===== src/rtl/param_updown_counter.sv =====
// param_updown_counter: WIDTH-bit up/down counter with modulus, load, enable, prescaler and wrap/saturate modes
module param_updown_counter #(
    parameter int WIDTH    = 4,
    parameter int MAX_VAL  = 15,
    parameter int PRESCALE = 1,
    parameter int SATURATE = 0
) (
    input  logic             Clk,
    input  logic             Reset,
    input  logic             En,
    input  logic             Up,
    input  logic             Load,
    input  logic [WIDTH-1:0] LoadVal,
    output logic [WIDTH-1:0] Q,
    output logic             TC,
    output logic             Wrap,
    output logic             Sat
);
    localparam int               PW       = PRESCALE > 1 ? $clog2(PRESCALE) : 1;
    localparam logic [WIDTH-1:0] MAX_Q    = WIDTH'(MAX_VAL);
    localparam logic [PW-1:0]    PC_LAST  = PW'(PRESCALE - 1);
    localparam logic             SAT_MODE = SATURATE != 0;

    logic [WIDTH-1:0] r_q;
    logic [PW-1:0]    r_pc;
    logic             r_wrap;
    logic             r_sat;
    logic             w_step;
    logic             w_limit;
    logic [WIDTH-1:0] w_next_q;
    logic [WIDTH-1:0] w_load_q;

    // step decode, next count at the range ends, and load clamp to the modulus
    always_comb begin
        w_step   = En && (r_pc == PC_LAST);
        w_limit  = Up ? (r_q == MAX_Q) : (r_q == '0);
        w_next_q = w_limit ? (SAT_MODE ? r_q : (Up ? '0 : MAX_Q)) : (Up ? r_q + 1'b1 : r_q - 1'b1);
        w_load_q = (LoadVal > MAX_Q) ? MAX_Q : LoadVal;
    end

    // state update: reset beats load beats step; wrap is a one-cycle pulse, sat only moves on steps
    always_ff @(posedge Clk) begin
        if (Reset) begin
            r_q    <= '0;
            r_pc   <= '0;
            r_wrap <= 1'b0;
            r_sat  <= 1'b0;
        end else if (Load) begin
            r_q    <= w_load_q;
            r_pc   <= '0;
            r_wrap <= 1'b0;
            r_sat  <= 1'b0;
        end else begin
            r_wrap <= w_step && w_limit && !SAT_MODE;
            if (En)
                r_pc <= w_step ? '0 : r_pc + 1'b1;
            if (w_step) begin
                r_q   <= w_next_q;
                r_sat <= w_limit && SAT_MODE;
            end
        end
    end

    assign Q    = r_q;
    assign TC   = Up ? (r_q == MAX_Q) : (r_q == '0);
    assign Wrap = r_wrap;
    assign Sat  = r_sat;
endmodule

===== config.mk =====
export PLATFORM = sky130hd
export DESIGN_NAME = param_updown_counter
export DESIGN_NICKNAME = d
export VERILOG_FILES = /design/src/rtl/param_updown_counter.sv
export SDC_FILE = /design/constraint.sdc
export NUM_CORES = 1
export LEC_CHECK = 0
export ABC_AREA = 1
export ABC_CLOCK_PERIOD_IN_PS = 2300
export CORE_AREA = 2 2 39 41
export CTS_CLUSTER_DIAMETER = 60
export CTS_CLUSTER_SIZE = 14
export DETAILED_ROUTE_END_ITERATION = 10
export DIE_AREA = 0 0 41 43
export PLACE_DENSITY_LB_ADDON = 0.15
export SLEW_MARGIN = 20
export SYNTH_ARGS = -nofsm -noshare
export SYNTH_HDL_FRONTEND = slang
export SYNTH_SLANG_ARGS = --single-unit
export TNS_END_PERCENT = 100

===== constraint.sdc =====
create_clock -name Clk -period 2.3 [get_ports Clk]
set_input_delay 0.575 -clock Clk [delete_from_list [all_inputs] [get_ports Clk]]
set_output_delay 0.575 -clock Clk [all_outputs]
set_load 0.02 [all_outputs]

==> impl_metrics.json <==
{
  "hold_violations": 0,
  "syn_nets": 71,
  "antenna_left": 0,
  "core.rowCount": 14,
  "path_max_fanout": 4,
  "drive_above_1_share_pct": 17.9,
  "insertion_delay_ns": 0.25,
  "post-place-ws_ns": -0.312,
  "cellLeakagePower_nw": 0.295,
  "num_vias": 437,
  "cp-start-kind": "primary input",
  "vias_per_cell": 4.65,
  "yosys_warnings": 0,
  "p_per_area_nw_per_um2": 548,
  "io-pin-count": 16,
  "htree_levels": 1,
  "root_buffer": "clkbuf_4",
  "final_cells": 94,
  "p_total_uw": 338,
  "cts_setup_buffers": 0,
  "r2r-end": "Q[3]",
  "core_um2": 1380,
  "grt_pass1_vias": 380,
  "hp-class": "flip-flop to flip-flop",
  "reg2regPathDepth": 8,
  "end_kind": "output port",
  "clk_pin_slew_ns": 0.04,
  "drt-initial-drc-count": 3,
  "wl_um": 904,
  "antenna_found_initial": 0,
  "peakVddDrop_uv": 268,
  "dieArea_um2": 1760,
  "required_ns": 1.73,
  "hpwl_um": 718,
  "max_freq_mhz": 463,
  "r2r_slack_ns": 0.95,
  "slew_violations": 0,
  "synth_cells": 59,
  "drcViolationCount": 0,
  "fin_skew_ns": 0.00421,
  "rsz0062_at_grt": "no",
  "dr.pass1.iters": 3,
  "grt_max_degree": 9,
  "whs_endpoint": "r_pc",
  "start_util_pct": 30.7,
  "antenna_cells": 0,
  "wl_per_cell_um": 9.62,
  "max_cap_viol_count": 0,
  "hold_depth": 2,
  "period_needed_ns": 2.16,
  "die_h_um": 43,
  "cts.sinks": 6,
  "crit_type": "primary input to output port",
  "status": "finished, final reports clean",
  "clockBufferDepth": 2,
  "grt_pass1_wl_mm": 1.54,
  "numCtsBuffers": 3,
  "min_from": "r_pc",
  "postCtsHoldBufs": 0,
  "grt-ovfl-total": 0,
  "grtUsageTotal_pct": 13.3,
  "port_buffers": 14,
  "setup_viol": 0,
  "avgSynthCellArea_um2": 7.19,
  "rr_startpoint": "Q[2]",
  "area_delta_synth_final_pct": 45.4,
  "dp_cells": 91,
  "yosysSeqAreaShare_pct": 28.3,
  "final.setup.worst_slack_ns": 0.141,
  "cts_tree": "yes",
  "netlist_area_um2": 424,
  "ys_ff_latch": 6,
  "layout_worst_path_cycle_share_pct": 93.9,
  "critPathLaunch": "Up",
  "gp_congestion": 0.749,
  "synth_cell_type_count": 22,
  "nets": 92,
  "arrival_ns": 1.58,
  "die_x_um": 41
}
[cell usage after synthesis (all sizes together)]
library cell   n  area, µm²
a21oi          2       13.8
o21ai          1       5.00
ha             2       25.0
fa             1       20.0
conb           1       3.75
nor3           1       5.00
xor2           2       17.5
buf            1       7.51
o221ai         2       17.5
nand3          4       25.0
nor3b          1       12.5
dfxtp          6        120
nor2           6       30.0
or2            1       8.76
a31oi          2       12.5
inv            8       30.0
nand2         18       70.1
[repair_timing]
action,4_1_cts,5_1_grt
endpoints found under the setup margin,1,1
pin swaps,0,0
endpoints found under the hold margin,0,0
gates resized for setup,3,1
[cell usage in the layout, fill, tap and decap left out]
cell type	instances
nand3_2	1
nand3_1	3
a31oi_1	2
or2_4	1
buf_4	3
dfxtp_1	6
ha_1	2
fa_1	1
buf_2	1
conb_1	1
xor2_1	2
inv_2	1
nor2_1	5
nor3_1	1
nand2_2	1
inv_1	7
nor2_4	1
nand2_1	17
a21oi_1	1
o21ai_0	1
o221ai_1	2
nor3b_2	1
a21oi_2	1
clkdlybuf4s50_1	13
clkbuf_4	3
[metrics by stage]
stage	cell area, µm²	util, %	TNS (ns)	hold WS [ns]
floorplan	424	-	0	0.439
global placement	599	43.3	-0.292	0.449
detailed placement	599	43.3	-0.312	0.454
CTS	623	45.0	0	0.461
global route	617	44.6	0	0.493
finish	617	44.6	0	0.458
[flip-flops by register name (all words and copies together), names as in the netlist]
| signal | count |
|---|---|
| Q | 4 |
| Wrap | 1 |
| r_pc | 1 |
[cell type report]
type / instances / area, µm²
clock buffer: 3 / 22.5
inverter: 8 / 30.0
sequential: 6 / 120
fill: 160 / 767
timing repair buffer: 17 / 158
multi-input combinational: 44 / 267
tap: 16 / 20.0
[worst max-delay path: stages]
cell,delay [ns]
clkdlybuf4s50_1,0.48
inv_1,0.08
nor2_1,0.13
nand3_2,0.08
nand2_1,0.08
buf_2,0.16
[worst max path at each step]
| stage | endpoint | slack, ns |
|---|---|---|
| floorplan | TC | 0.67 |
| global placement | TC | -0.29 |
| finish | TC | 0.14 |
| global route | TC | 0.03 |
| detailed placement | TC | -0.31 |
| CTS | TC | 0.02 |
[routing by layer]
| layer | share of wire, % | global-route usage [%] |
|---|---|---|
| met3 | 7.6 | 9.42 |
| met5 | 0 | 0 |
| met1 | 45 | 15.8 |
| met4 | 0.55 | 4.00 |
| met2 | 46 | 18.4 |
[cell families after synthesis]
family	Yosys count	synth area share, %
other	1	0.884
buffers and inverters	9	8.85
AND/OR/NAND/NOR	31	35.7
AO/OA/AOI/OAI	7	11.5
XOR/XNOR	2	4.13
flip-flops	6	28.3
adder cells (fa/ha/maj)	3	10.6
[where the power goes]
group | internal (mW) | switching [mW]
Sequential | 0.112 | 0.0126
Clock | 0.0593 | 0.0420
Combinational | 0.0575 | 0.0548
Total | 0.228 | 0.109
Power figures use the tool's default switching activity.
